<file path="src/rtl/air_quality_monitor.sv">
// air_quality_monitor: hysteretic threshold controller driving purifier and
// humidifier enables, each filtered by a consecutive-sample confirmation counter.
// Optional feature macro: AQM_AVG_EN (4-sample running average of the input).
module air_quality_monitor #(
  parameter int unsigned HUMIDIFIER_num = 30,
  parameter int unsigned PURIFIER_num   = 100,
  parameter int unsigned HYST           = 5,
  parameter int unsigned CONFIRM        = 1
) (
  input  logic       clk,
  input  logic       rst,
  input  logic [7:0] air_quality,
  output logic       purifier,
  output logic       humidifier
);

  localparam int unsigned DW = 8;  // input sample width
  localparam int unsigned VW = 9;  // threshold compare width (no wrap at 0/255)
  localparam int unsigned CW = 8;  // confirmation counter width
  localparam int unsigned SW = 10; // running-sum width

  localparam logic [VW-1:0] PUR_ON  = VW'(PURIFIER_num);
  localparam logic [VW-1:0] PUR_OFF = VW'(PURIFIER_num - HYST);
  localparam logic [VW-1:0] HUM_ON  = VW'(HUMIDIFIER_num);
  localparam logic [VW-1:0] HUM_OFF = VW'(HUMIDIFIER_num + HYST);
  localparam logic [VW-1:0] CONF    = VW'(CONFIRM);

  // Reject threshold sets whose turn-off points overlap, and out-of-range CONFIRM
  if (HUMIDIFIER_num + 2 * HYST > PURIFIER_num) begin : g_bad_thresholds
    $fatal(1, "air_quality_monitor: HUMIDIFIER_num + HYST must be <= PURIFIER_num - HYST");
  end
  if (CONFIRM < 1 || CONFIRM > 255) begin : g_bad_confirm
    $fatal(1, "air_quality_monitor: CONFIRM must be in 1..255");
  end

  logic          purifier_q,   purifier_d;
  logic          humidifier_q, humidifier_d;
  logic [CW-1:0] pur_cnt_q,    pur_cnt_d;
  logic [CW-1:0] hum_cnt_q,    hum_cnt_d;
  logic [VW-1:0] v;
  logic          pur_req;
  logic          hum_req;

`ifdef AQM_AVG_EN
  logic [2:0][DW-1:0] hist_q, hist_d;
  logic [SW-1:0]      sum;

  // Running average of the current sample and the three previous ones
  always_comb begin
    hist_d = {hist_q[1], hist_q[0], air_quality};
    sum    = SW'(air_quality) + SW'(hist_q[0]) + SW'(hist_q[1]) + SW'(hist_q[2]);
    v      = VW'(sum >> 2);
  end

  // Sample history; cleared on reset so the average ramps up afterwards
  always_ff @(posedge clk) begin
    if (rst) begin
      hist_q <= '0;
    end else begin
      hist_q <= hist_d;
    end
  end
`else
  // Raw sample is the value under test
  always_comb begin
    v = {1'b0, air_quality};
  end
`endif

  // Hysteretic requests, confirmation counting and mutual exclusion
  always_comb begin
    purifier_d   = purifier_q;
    humidifier_d = humidifier_q;
    pur_cnt_d    = '0;
    hum_cnt_d    = '0;

    pur_req = purifier_q   ? (v <= PUR_OFF) : (v > PUR_ON);
    hum_req = humidifier_q ? (v >= HUM_OFF) : (v < HUM_ON);

    if (pur_req) begin
      if (VW'(pur_cnt_q) + VW'(1) >= CONF) begin
        purifier_d = ~purifier_q;
      end else begin
        pur_cnt_d = pur_cnt_q + CW'(1);
      end
    end

    if (hum_req) begin
      if (VW'(hum_cnt_q) + VW'(1) >= CONF) begin
        humidifier_d = ~humidifier_q;
      end else begin
        hum_cnt_d = hum_cnt_q + CW'(1);
      end
    end

    // Purifier wins a conflict; humidifier is held off and its count dropped
    if (purifier_d && humidifier_d) begin
      humidifier_d = 1'b0;
      hum_cnt_d    = '0;
    end
  end

  // Output and counter registers
  always_ff @(posedge clk) begin
    if (rst) begin
      purifier_q   <= 1'b0;
      humidifier_q <= 1'b0;
      pur_cnt_q    <= '0;
      hum_cnt_q    <= '0;
    end else begin
      purifier_q   <= purifier_d;
      humidifier_q <= humidifier_d;
      pur_cnt_q    <= pur_cnt_d;
      hum_cnt_q    <= hum_cnt_d;
    end
  end

  assign purifier   = purifier_q;
  assign humidifier = humidifier_q;

endmodule

</file>
<file path="config.mk">
export PLATFORM = sky130hd
export DESIGN_NAME = air_quality_monitor
export DESIGN_NICKNAME = d
export VERILOG_FILES = /design/src/rtl/air_quality_monitor.sv
export SDC_FILE = /design/constraint.sdc
export NUM_CORES = 1
export LEC_CHECK = 0
export BUFFER_PORTS_ARGS = -buffer_cell sky130_fd_sc_hd__buf_2
export CORE_MARGIN = 4
export CORE_UTILIZATION = 40
export CTS_CLUSTER_SIZE = 8
export DETAILED_ROUTE_END_ITERATION = 16
export GPL_ROUTABILITY_DRIVEN = 1
export HOLD_SLACK_MARGIN = 0.12
export SYNTH_ARGS = -nofsm -noshare
export SYNTH_HDL_FRONTEND = slang
export SYNTH_SLANG_ARGS = --single-unit
</file>
<file path="constraint.sdc">
create_clock -name clk -period 2.8 [get_ports clk]
set_input_delay 0.28 -clock clk [delete_from_list [all_inputs] [get_ports clk]]
set_output_delay 0.28 -clock clk [all_outputs]
set_load 0.01 [all_outputs]
</file>
==> results of run 1 <==
==> layout by cell type (no fill, tap or decap), drive strengths merged, types with 2 or more instances in the layout <==
| cell | Yosys | routed |
|---|---|---|
| buf | 0 | 11 |
| a211oi | 2 | 2 |
| nand4 | 2 | 2 |
| dfxtp | 18 | 18 |
| inv | 5 | 5 |
| a21oi | 4 | 4 |
| nor3 | 2 | 2 |
| nor2 | 3 | 3 |
| and4 | 2 | 2 |
| nand2 | 4 | 4 |
| nor4 | 3 | 3 |
| clkbuf | 0 | 3 |
| conb | 1 | 16 |
| ha | 4 | 4 |
==> cell families after synthesis <==
| logic type | count (synthesis) |
|---|---|
| simple gates | 21 |
| flops | 18 |
| compound gates | 13 |
| buf+inv | 5 |
| fa+ha+maj | 4 |
| other cells | 1 |
| xor+xnor | 1 |
| mux | 1 |
==> flip-flops by register name, indices dropped and copies added, names as in the netlist <==
name and count:
hum_cnt_q 8, pur_cnt_q 8, humidifier 1, purifier 1
==> cell type report <==
class,instances,area share (%)
sequential,18,43.4
multi-input combinational,56,42.5
timing repair buffer,11,6.64
clock buffer,3,2.71
tap,16,2.41
inverter,5,2.26
==> report_power, final <==
part / switching (mW) / leakage, nW / internal [mW]
sequential: 0.00998 / 0.151 / 0.270
combinational: 0.0177 / 0.229 / 0.0168
clock: 0.0702 / 0.0138 / 0.0499
==> worst paths after layout <==
kind,endpoint,slack (ns),depth (start not counted)
worst max-delay path,humidifier,0.96,6
worst min-delay path,purifier,0.16,2
worst max register to register,humidifier,0.96,6
worst min register to register,purifier,0.60,2
==> stage by stage <==
stage	setup slack, ns	area, sq um	utilization [%]
6_report	0.963	830	53.2
5_1_grt	0.867	830	53.2
4_1_cts	0.937	830	53.2
3_5_place_dp	0.952	807	51.8
3_3_place_gp	1.01	807	51.8
2_1_floorplan	1.11	732	-
==> layer usage <==
metal | routed length (um) | share of wire, % | track usage (%) | vias up
met5 | 0 | 0 | 0 | -
met4 | 31 | 2.7 | 9.95 | 0
met3 | 72 | 6.3 | 2.75 | 4
met2 | 523 | 45 | 17.2 | 14
met1 | 524 | 45 | 11.6 | 236
li1 | - | - | - | 279
==> load_flow_metrics.sql, run 1 <==
INSERT INTO impl_metrics (metric_group, metric, value, unit) VALUES
('sta', 'report.final.hold_viol_count', '0', ''),
('synth', 'synth_area', '676', 'sq um'),
('grt', 'grt_max_degree', '10', ''),
('clock_network', 'clock_tree.htree_level_count', '1', ''),
('setup_path', 'critical-path-top-delay-family', 'simple AND/OR/NAND/NOR gates', ''),
('synth', 'post_synthesis_xor_xnor_area_fraction', '1.30', '%'),
('setup_path', 'timing.rr.start', 'hum_cnt_q[1]', ''),
('pwr', 'irDropWorstVdd', '0.362', 'mV'),
('clock_network', 'cts_made_buffers', '3', ''),
('final_layout', 'seqCellArea', '360', 'sq um'),
('synth', 'synth-async-reset-ratio', '0', '%'),
('placement', 'placed_cells', '106', ''),
('sta', 'fin_tns_setup', '0', 'ns'),
('drt', 'violation_count_after_the_first_detailed_routing_iteration', '6', ''),
('floorplanning', 'io_pins', '12', ''),
('setup_path', 'critPathMaxFanout', '5', ''),
('floorplanning', 'initial_core_util', '43.3', '%'),
('setup_path', 'timing.critical_path.buf_inv', '0', ''),
('synth', 'yosys_register_bits', '18', ''),
('sta', 'hold_slack', '0.160', 'ns'),
('sta', 'finalCritPeriodShare', '65.6', '%'),
('synth', 'post-synth-top-count-cell', 'sky130_fd_sc_hd__dfxtp_1', ''),
('final_layout', 'antennaDiodeCount', '0', ''),
('synth', 'synth_top_family_by_area', 'simple AND/OR/NAND/NOR gates', ''),
('synth', 'synthTopCellsByArea', 'sky130_fd_sc_hd__dfxtp_1 (53%), sky130_fd_sc_hd__ha_1 (7.4%), sky130_fd_sc_hd__a21oi_1 (3.0%), sky130_fd_sc_hd__inv_1 (2.8%), sky130_fd_sc_hd__nor4_1 (2.8%)', ''),
('setup_path', 'crit_path_cell_trace', 'ha_1, nand4_1, and4bb_2, o32ai_1, or4_1, o2111a_1', ''),
('synth', 'synth.yosys.seq_area_share', '53.3', '%'),
('floorplanning', 'fp.dieH', '49.1', 'um'),
('clock_network', 'post_cts_resize_count', '0', ''),
('synth', 'netlist_instances', '64', ''),
('clock_network', 'clockBufferDepth', '2', ''),
('drt', 'drt.antenna.violating_nets', '0', ''),
('clock_network', 'hold_buffers', '0', ''),
('drt', 'post-route-drc-count', '0', ''),
('drt', 'dr.pass1.iters', '3', ''),
('synth', 'portion_of_synthesized_cell_area_occupied_by_the_leading_cell_type', '53.3', '%'),
('grt', 'grt_antenna_before_repair', '0', ''),
('floorplanning', 'die_x', '49.1', 'um'),
('setup_path', 'timing.critical_path.slowest_stage_cell', 'sky130_fd_sc_hd__or4_1', ''),
('synth', 'synth_simple_gate_area_share', '19.1', '%'),
('synth', 'netlist-cell-type-count', '27', ''),
('clock_network', 'clock_tree.root_cell', 'sky130_fd_sc_hd__clkbuf_4', ''),
('setup_path', 'crit_path_max_incr_delay', '0.41', 'ns'),
('sta', 'rsz_0062_raised_after_global_routing', 'false', ''),
('synth', 'synth-warning-count', '0', ''),
('setup_path', 'timing.critical_path.from_type', 'flip-flop', ''),
('final_layout', 'fillers', '152', ''),
('setup_path', 'worst-setup-path-type', 'reg -> reg', ''),
('drt', 'drt-total-wl', '1150', 'um'),
('status', 'outcome', 'finished clean', ''),
('synth', 'synth.top_cells.by_count', 'sky130_fd_sc_hd__dfxtp_1 (18), sky130_fd_sc_hd__inv_1 (5), sky130_fd_sc_hd__a21oi_1 (4), sky130_fd_sc_hd__ha_1 (4), sky130_fd_sc_hd__nand2_1 (4)', ''),
('grt', 'grt_pass1_wl', '1990', 'um'),
('sta', 'layout_min_cycle_time', '1.84', 'ns'),
('synth', 'netlist.top_cell.by_area', 'sky130_fd_sc_hd__dfxtp_1', ''),
('placement', 'port_buffers', '11', ''),
('final_layout', 'syn2layout_area_growth', '22.8', '%'),
('drt', 'vias', '533', ''),
('clock_network', 'clock_tree_from_tritoncts', 'built', ''),
('sta', 'finClkSkew', '0.00283', 'ns'),
('pwr', 'power_density', '524', 'mW/mm^2'),
('synth', 'synth_edf_count', '0', ''),
('clock_network', 'clock_sinks', '18', ''),
('placement', 'routabilityCongestion', '0.664', ''),
('synth', 'synthMuxAreaShare', '1.48', '%'),
('clock_network', 'path_clk_slew', '0.09', 'ns'),
('synth', 'synthFlopType', 'sky130_fd_sc_hd__dfxtp_1', ''),
('setup_path', 'worst_setup_path_end_kind', 'flip-flop', ''),
('clock_network', 'clk-insertion-delay-late', '0.28', 'ns'),
('pwr', 'static-leakage-power', '0.394', 'nW'),
('grt', 'global_route.overflow_total', '0', ''),
('drt', 'detail_route.vias_per_cell', '4.89', '');
Power figures use the tool's default switching activity.
==> inputs of run 2 (changes only) <==
ABC_AREA = 1   (was not set)
clock period = 1.5 ns   (was 2.8 ns; I/O delays follow)
==> load_flow_metrics.sql, run 2 <==
INSERT INTO impl_metrics (metric_group, metric, value, unit) VALUES
('status', 'outcome', 'finished clean', ''),
('sta', 'finClkSkew', '0.0113', 'ns'),
('drt', 'violation_count_after_the_first_detailed_routing_iteration', '109', ''),
('synth', 'synth-warning-count', '0', ''),
('grt', 'grt_max_degree', '11', ''),
('sta', 'slew_violations', '0', ''),
('floorplanning', 'die_x', '57.4', 'um'),
('pwr', 'p_sw_share', '26.5', '%'),
('setup_path', 'worst_setup_path_end_kind', 'flip-flop', ''),
('pwr', 'power.clock.fraction', '29.7', '%'),
('synth', 'synth-async-reset-ratio', '0', '%'),
('floorplanning', 'fp.dieH', '57.4', 'um'),
('placement', 'routabilityCongestion', '0.827', ''),
('pwr', 'power.sequential.fraction', '53.8', '%'),
('drt', 'post-route-drc-count', '0', ''),
('run', 'maxCapViolCount', '0', ''),
('synth', 'synth_edf_count', '0', ''),
('grt', 'global_route.overflow_total', '0', ''),
('sta', 'setup_violations', '0', ''),
('synth', 'netlist-cell-type-count', '18', ''),
('clock_network', 'clock_tree.htree_level_count', '1', ''),
('worst_hold_path', 'class_of_the_tightest_hold_or_removal_check', 'in -> reg', ''),
('setup_path', 'r2r_slack', '0.02', 'ns'),
('sta', 'layout_setup_ws', '0.0231', 'ns'),
('synth', 'synth_area', '975', 'sq um'),
('pwr', 'power_density', '757', 'mW/mm^2'),
('placement', 'port_buffers', '11', ''),
('synth', 'netlist_instances', '149', ''),
('drt', 'drt.antenna.violating_nets', '0', ''),
('floorplanning', 'rows', '17', ''),
('setup_path', 'crit_path_max_incr_delay', '0.38', 'ns'),
('final_layout', 'num-nets-final', '201', ''),
('setup_path', 'cp_data_arrival_time', '1.73', 'ns'),
('setup_path', 'r2r.worst_path.cells', '13', ''),
('sta', 'layout_min_cycle_time', '1.48', 'ns'),
('final_layout', 'seqCellArea', '375', 'sq um'),
('clock_network', 'clock_sinks', '18', ''),
('final_layout', 'layout.cells.most_common', 'sky130_fd_sc_hd__nand2_1', ''),
('drt', 'detail_route.vias_per_cell', '4.28', ''),
('synth', 'synthFlopType', 'sky130_fd_sc_hd__dfxtp_1', ''),
('final_layout', 'most-common-layout-cells', 'sky130_fd_sc_hd__nand2_1 (42), sky130_fd_sc_hd__inv_1 (27), sky130_fd_sc_hd__conb_1 (16), sky130_fd_sc_hd__nand3_1 (15), sky130_fd_sc_hd__dfxtp_1 (14)', ''),
('setup_path', 'path_common_cell', 'sky130_fd_sc_hd__nand2_1', ''),
('setup_path', 'timing.critical_path.slowest_stage_cell', 'sky130_fd_sc_hd__dfxtp_4', ''),
('setup_path', 'crit_path_cell_trace', 'inv_2, ha_4, inv_1, nand3b_1, nor2_1, nand3_1, nor2_1, nand2_1, nand2_1, nand2_1, nand2_1, nand3_1, inv_1', ''),
('synth', 'synthesis.area_per_instance', '6.54', 'sq um'),
('synth', 'post-synth-top-count-cell', 'sky130_fd_sc_hd__nand2_1', ''),
('final_layout', 'largest_registers', 'hum_cnt_q: 8 flops, pur_cnt_q: 8 flops', ''),
('sta', 'report.final.hold_viol_count', '0', ''),
('placement', 'minimum_setup_slack_after_placement', '-0.0909', 'ns'),
('sta', 'finalCritPeriodShare', '98.5', '%'),
('synth', 'portion_of_synthesized_cell_area_occupied_by_the_leading_cell_type', '37.0', '%'),
('clock_network', 'clock_tree_from_tritoncts', 'built', ''),
('setup_path', 'crit_required', '1.75', 'ns'),
('setup_path', 'timing.critical_path.from_type', 'flip-flop', ''),
('sta', 'fin_tns_setup', '0', 'ns'),
('clock_network', 'path_clk_slew', '0.10', 'ns'),
('drt', 'drt-total-wl', '1890', 'um'),
('grt', 'grt_antenna_before_repair', '0', ''),
('grt', 'grt_util_all_layers', '12.1', '%'),
('placement', 'placed_cell_area', '0.00116', 'sq mm'),
('setup_path', 'critPathMaxFanout', '3', ''),
('floorplanning', 'initial_core_util', '42.8', '%'),
('grt', 'grt_pass1_vias', '799', ''),
('clock_network', 'clockBufferDepth', '2', ''),
('synth', 'synth.yosys.seq_area_share', '37.0', '%'),
('synth', 'yosys_register_bits', '18', ''),
('grt', 'grt_pass1_wl', '3190', 'um'),
('pwr', 'static-leakage-power', '0.694', 'nW'),
('worst_hold_path', 'worstHoldStart', 'air_quality[7]', ''),
('placement', 'post-dp-hpwl', '1490', 'um'),
('worst_hold_path', 'hold-path-cell-count', '8', ''),
('setup_path', 'worst-setup-path-type', 'reg -> reg', ''),
('final_layout', 'stdcell_area', '0.00129', 'sq mm'),
('final_layout', 'antennaDiodeCount', '0', ''),
('clock_network', 'clock_tree.root_cell', 'sky130_fd_sc_hd__clkbuf_4', ''),
('drt', 'vias', '915', ''),
('final_layout', 'drive_gt1_share', '25.3', '%'),
('sta', 'rsz_0062_raised_after_global_routing', 'true', ''),
('final_layout', 'syn2layout_area_growth', '32.3', '%'),
('final_layout', 'fillers', '225', ''),
('drt', 'wl_per_cell', '8.81', 'um'),
('setup_path', 'timing.rr.start', 'hum_cnt_q[1]', ''),
('pwr', 'power.share.combinational', '16.5', '%'),
('sta', 'max_clock_freq', '677', 'MHz'),
('clock_network', 'clk-insertion-delay-late', '0.29', 'ns'),
('drt', 'dr.pass1.iters', '4', ''),
('pwr', 'irDropWorstVdd', '0.505', 'mV'),
('synth', 'synthTopCellsByArea', 'sky130_fd_sc_hd__dfxtp_1 (37%), sky130_fd_sc_hd__nand2_1 (17%), sky130_fd_sc_hd__inv_1 (12%), sky130_fd_sc_hd__nand3_1 (8.2%), sky130_fd_sc_hd__ha_1 (5.1%)', ''),
('worst_hold_path', 'hold-path-endpoint', 'humidifier', ''),
('final_layout', 'area_of_combinational_cells_with_multiple_inputs', '617', 'sq um'),
('floorplanning', 'core-area', '0.00228', 'sq mm'),
('pwr', 'p_switching', '259', 'uW'),
('floorplanning', 'io_pins', '12', ''),
('pwr', 'cell_internal_pwr', '717', 'uW'),
('clock_network', 'cts_made_buffers', '3', ''),
('pwr', 'report.power.total', '976', 'uW'),
('synth', 'netlist.top_cell.by_area', 'sky130_fd_sc_hd__dfxtp_1', ''),
('synth', 'synth.top_cells.by_count', 'sky130_fd_sc_hd__nand2_1 (43), sky130_fd_sc_hd__inv_1 (31), sky130_fd_sc_hd__dfxtp_1 (18), sky130_fd_sc_hd__nand3_1 (16), sky130_fd_sc_hd__nor2_1 (13)', ''),
('floorplanning', 'design.die.area', '0.00329', 'sq mm'),
('setup_path', 'reg2reg_to', 'humidifier', '');
-- run 2: cell count changes after synthesis, sizes merged, moves of 2 or more --
cell / before / now
a211oi: 2 / 0
a21oi: 4 / 2
and4: 2 / 0
inv: 5 / 31
nand2: 4 / 45
nand3: 0 / 16
nand4: 2 / 4
nor2: 3 / 20
nor4: 3 / 0
o21ai: 1 / 4
-- run 2: per-stage QoR --
stage | cells | util (%) | hold WS (ns)
after CTS | 214 | 54.4 | 0.350
after global routing | 214 | 56.7 | 0.370
after detailed placement | 208 | 51.0 | 0.337
after global placement | 208 | 51.0 | 0.336
final | 214 | 56.7 | 0.340
after floorplan | 164 | - | 0.222
-- run 2: cell families (layout without fill, tap and decap cells) --
group / after synthesis / in the layout / share of synthesized area [%]
buf+inv: 31 / 53 / 11.9
other cells: 1 / 16 / 0.385
fa+ha+maj: 4 / 4 / 5.13
simple gates: 88 / 88 / 41.5
flops: 18 / 18 / 37.0
compound gates: 7 / 7 / 4.11
-- run 2: cell type report --
class	count	area share (%)
multi-input cells	115	47.8
inverters	31	9.02
flip-flops and latches	18	29.1
well taps	28	2.72
repair buffers	18	8.54
clock buffers	4	2.81
-- run 2: how the worst max path moves through the flow --
| stage | start | endpoint | slack [ns] | cells after the start |
|---|---|---|---|---|
| floorplan | pur_cnt_q[0] | humidifier | 0.001 | 11 |
| global placement | pur_cnt_q[0] | humidifier | -0.02 | 11 |
| detailed placement | pur_cnt_q[0] | humidifier | -0.09 | 11 |
| CTS | hum_cnt_q[0] | humidifier | 0.01 | 13 |
| global route | pur_cnt_q[0] | humidifier | -0.12 | 11 |
| finish | hum_cnt_q[1] | humidifier | 0.02 | 13 |
-- run 2: metal layers --
metal | track usage, % | vias up | routed length [um]
met3 | 3.39 | 2 | 84
met2 | 20.6 | 12 | 907
li1 | - | 512 | -
met4 | 4.97 | 0 | 15
met5 | 0 | - | 0
met1 | 14.1 | 389 | 878
-- run 2: timing repair --
| item | in CTS | in global routing |
|---|---|---|
| endpoints found under the setup margin | 2 | 2 |
| hold endpoints to repair | 2 | 0 |
| gates resized for setup | 6 | 13 |
| setup buffers | 1 | 0 |
| gates cloned | 0 | 0 |
| hold buffers | 1 | 0 |
| pin swaps | 7 | 11 |
-- run 2: worst max-delay path, delay by kind of cell, from the launching register on --
| family | cells | cell delay (ns) |
|---|---|---|
| and+or+nand+nor | 9 | 0.72 |
| DFF | 1 | 0.38 |
| adders and majority gates | 1 | 0.22 |
| buffers and inverters | 3 | 0.14 |
-- run 2: power by group through the flow --
| stage | logic, mW | clock network, mW | registers (mW) |
|---|---|---|---|
| 6_report | 0.161 | 0.290 | 0.525 |
| 5_1_grt | 0.185 | 0.332 | 0.531 |
| 4_1_cts | 0.155 | 0.308 | 0.527 |
| 3_5_place_dp | 0.143 | 0 | 0.537 |
| 3_3_place_gp | 0.139 | 0 | 0.536 |
| 2_1_floorplan | 0.0920 | 0 | 0.536 |
==> inputs of run 3 (changes only) <==
GPL_TIMING_DRIVEN = 0   (was not set)
==> load_flow_metrics.sql, run 3 (synthesis results as in run 2) <==
INSERT INTO impl_metrics (metric_group, metric, value, unit) VALUES
('grt', 'grt_pass1_vias', '833', ''),
('drt', 'drt.antenna.violating_nets', '0', ''),
('drt', 'post-route-drc-count', '0', ''),
('drt', 'vias', '892', ''),
('sta', 'setup_violations', '2', ''),
('run', 'maxCapViolCount', '0', ''),
('setup_path', 'worst_setup_path_end_kind', 'flip-flop', ''),
('sta', 'layout_setup_ws', '-0.0231', 'ns'),
('floorplanning', 'rows', '17', ''),
('clock_network', 'clock_tree.root_cell', 'sky130_fd_sc_hd__clkbuf_4', ''),
('setup_path', 'crit_path_max_incr_delay', '0.38', 'ns'),
('floorplanning', 'design.die.area', '0.00329', 'sq mm'),
('drt', 'violation_count_after_the_first_detailed_routing_iteration', '20', ''),
('setup_path', 'crit_path_cell_trace', 'buf_6, ha_4, inv_1, nand2_1, nand2_2, nor2_4, nand2_2, nor2_4, nand4_1, a21oi_2, nand3_1, inv_1', ''),
('setup_path', 'critical_path_depth', '12', ''),
('grt', 'global_route.overflow_total', '0', ''),
('final_layout', 'stdcell_area', '0.00127', 'sq mm'),
('pwr', 'p_sw_share', '27.3', '%'),
('final_layout', 'syn2layout_area_growth', '30.8', '%'),
('setup_path', 'timing.rr.start', 'pur_cnt_q[0]', ''),
('setup_path', 'r2r_slack', '-0.02', 'ns'),
('clock_network', 'clock_tree_from_tritoncts', 'built', ''),
('drt', 'dr.pass1.iters', '4', ''),
('setup_path', 'worst-setup-path-type', 'reg -> reg', ''),
('drt', 'detail_route.vias_per_cell', '4.21', ''),
('final_layout', 'layout.cells.most_common', 'sky130_fd_sc_hd__nand2_1', ''),
('clock_network', 'path_clk_slew', '0.10', 'ns'),
('floorplanning', 'io_pins', '12', ''),
('placement', 'routabilityCongestion', '0.918', ''),
('pwr', 'p_switching', '271', 'uW'),
('clock_network', 'clockBufferDepth', '2', ''),
('worst_hold_path', 'class_of_the_tightest_hold_or_removal_check', 'in -> reg', ''),
('final_layout', 'area_of_combinational_cells_with_multiple_inputs', '611', 'sq um'),
('sta', 'max_clock_freq', '657', 'MHz'),
('final_layout', 'largest_registers', 'hum_cnt_q: 8 flops, pur_cnt_q: 8 flops', ''),
('final_layout', 'antennaDiodeCount', '0', ''),
('clock_network', 'clk-insertion-delay-late', '0.29', 'ns'),
('worst_hold_path', 'hold-path-cell-count', '8', ''),
('setup_path', 'cp_data_arrival_time', '1.77', 'ns'),
('final_layout', 'drive_gt1_share', '23.9', '%'),
('grt', 'grt_util_all_layers', '12.1', '%'),
('final_layout', 'most-common-layout-cells', 'sky130_fd_sc_hd__nand2_1 (39), sky130_fd_sc_hd__inv_1 (29), sky130_fd_sc_hd__conb_1 (16), sky130_fd_sc_hd__nand3_1 (15), sky130_fd_sc_hd__dfxtp_1 (14)', ''),
('status', 'outcome', 'complete, but fails checks', ''),
('status', 'failing_checks', 'setup timing', ''),
('setup_path', 'reg2reg_to', 'humidifier', ''),
('sta', 'slew_violations', '0', ''),
('setup_path', 'crit_required', '1.75', 'ns'),
('clock_network', 'cts_made_buffers', '3', ''),
('sta', 'rsz_0062_raised_after_global_routing', 'true', ''),
('grt', 'grt_max_degree', '11', ''),
('pwr', 'irDropWorstVdd', '0.557', 'mV'),
('final_layout', 'finalCoreUtilization', '56.0', '%'),
('setup_path', 'timing.critical_path.buf_inv', '3', ''),
('pwr', 'power.clock.fraction', '30.6', '%'),
('placement', 'port_buffers', '11', ''),
('floorplanning', 'core-area', '0.00228', 'sq mm'),
('pwr', 'static-leakage-power', '0.699', 'nW'),
('pwr', 'power_density', '778', 'mW/mm^2'),
('setup_path', 'critPathMaxFanout', '4', ''),
('floorplanning', 'fp.dieH', '57.4', 'um'),
('placement', 'post-dp-hpwl', '1300', 'um'),
('pwr', 'power.share.combinational', '16.3', '%'),
('setup_path', 'r2r.worst_path.cells', '12', ''),
('sta', 'finalCritPeriodShare', '102', '%'),
('final_layout', 'seqCellArea', '368', 'sq um'),
('setup_path', 'timing.critical_path.from_type', 'flip-flop', ''),
('placement', 'placed_cell_area', '0.00112', 'sq mm'),
('clock_network', 'clock_tree.htree_level_count', '1', ''),
('setup_path', 'timing.critical_path.to', 'humidifier', ''),
('setup_path', 'critical-path-top-delay-family', 'simple AND/OR/NAND/NOR gates', ''),
('grt', 'grt_pass1_wl', '3190', 'um'),
('final_layout', 'fillers', '209', ''),
('clock_network', 'clock_sinks', '18', ''),
('setup_path', 'timing.critical_path.slowest_stage_cell', 'sky130_fd_sc_hd__dfxtp_2', ''),
('pwr', 'power.sequential.fraction', '53.2', '%'),
('drt', 'drt-total-wl', '1780', 'um'),
('floorplanning', 'die_x', '57.4', 'um'),
('final_layout', 'num-nets-final', '199', ''),
('drt', 'wl_per_cell', '8.38', 'um'),
('setup_path', 'critPathLaunch', 'pur_cnt_q[0]', ''),
('sta', 'report.final.hold_viol_count', '0', ''),
('sta', 'layout_min_cycle_time', '1.52', 'ns'),
('grt', 'grt_antenna_before_repair', '0', ''),
('floorplanning', 'initial_core_util', '42.8', '%'),
('sta', 'finClkSkew', '0.00133', 'ns'),
('pwr', 'cell_internal_pwr', '721', 'uW');
## run 3: changes by cell type in the layout (fill, tap and decap cells not counted), sizes merged
cell and delta:
buf -2
## run 3: power groups by stage
| stage | Sequential [mW] | Combinational (mW) | Clock (mW) |
|---|---|---|---|
| 5_1_grt | 0.532 | 0.186 | 0.324 |
| 6_report | 0.527 | 0.161 | 0.304 |
| 3_3_place_gp | 0.538 | 0.126 | 0 |
| 4_1_cts | 0.526 | 0.152 | 0.312 |
| 2_1_floorplan | 0.536 | 0.0920 | 0 |
| 3_5_place_dp | 0.538 | 0.129 | 0 |
## run 3: area by class of cell
class | count | area share [%]
Multi-Input combinational cell | 115 | 47.9
Sequential cell | 18 | 28.9
Inverter | 31 | 9.32
Timing Repair Buffer | 16 | 8.34
Clock buffer | 4 | 2.85
Tap cell | 28 | 2.75
## run 3: what timing repair did
item                                   4_1_cts  5_1_grt
resized for setup                           10       10
gates cloned                                 0        0
buffers inserted                             4        0
hold buffers                                 1        0
pin swaps                                    8        5
setup endpoints to repair                    2        2
endpoints found under the hold margin        2        0
## run 3: per-layer routing
metal	wire (um)	track usage [%]
met1	827	14.7
met2	810	19.7
met3	102	3.17
met4	35	5.63
met5	0	0
## run 3: through the flow
stage	cells	TNS [ns]	setup slack (ns)	power, mW	hold WS, ns
floorplan	164	0	0.00123	0.628	0.222
global placement	203	-0.252	-0.138	0.664	0.323
detailed placement	203	-0.306	-0.165	0.667	0.329
CTS	212	-0.0161	-0.0161	0.990	0.338
global route	212	-0.226	-0.136	1.04	0.397
finish	212	-0.0256	-0.0231	0.992	0.346
## run 3: worst reg2reg max path: stages (launching register included)
cell	delay [ns]
sky130_fd_sc_hd__dfxtp_2	0.38
sky130_fd_sc_hd__buf_6	0.11
sky130_fd_sc_hd__ha_4	0.14
sky130_fd_sc_hd__inv_1	0.04
sky130_fd_sc_hd__nand2_1	0.06
sky130_fd_sc_hd__nand2_2	0.07
sky130_fd_sc_hd__nor2_4	0.10
sky130_fd_sc_hd__nand2_2	0.07
sky130_fd_sc_hd__nor2_4	0.09
sky130_fd_sc_hd__nand4_1	0.10
sky130_fd_sc_hd__a21oi_2	0.19
sky130_fd_sc_hd__nand3_1	0.09
sky130_fd_sc_hd__inv_1	0.05
## run 3: worst min-delay path by stage
stage | start | endpoint | slack (ns)
global placement | rst | purifier | 0.32
detailed placement | rst | purifier | 0.33
floorplan | rst | purifier | 0.22
global route | air_quality[7] | purifier | 0.40
CTS | air_quality[7] | humidifier | 0.34
finish | air_quality[7] | humidifier | 0.35
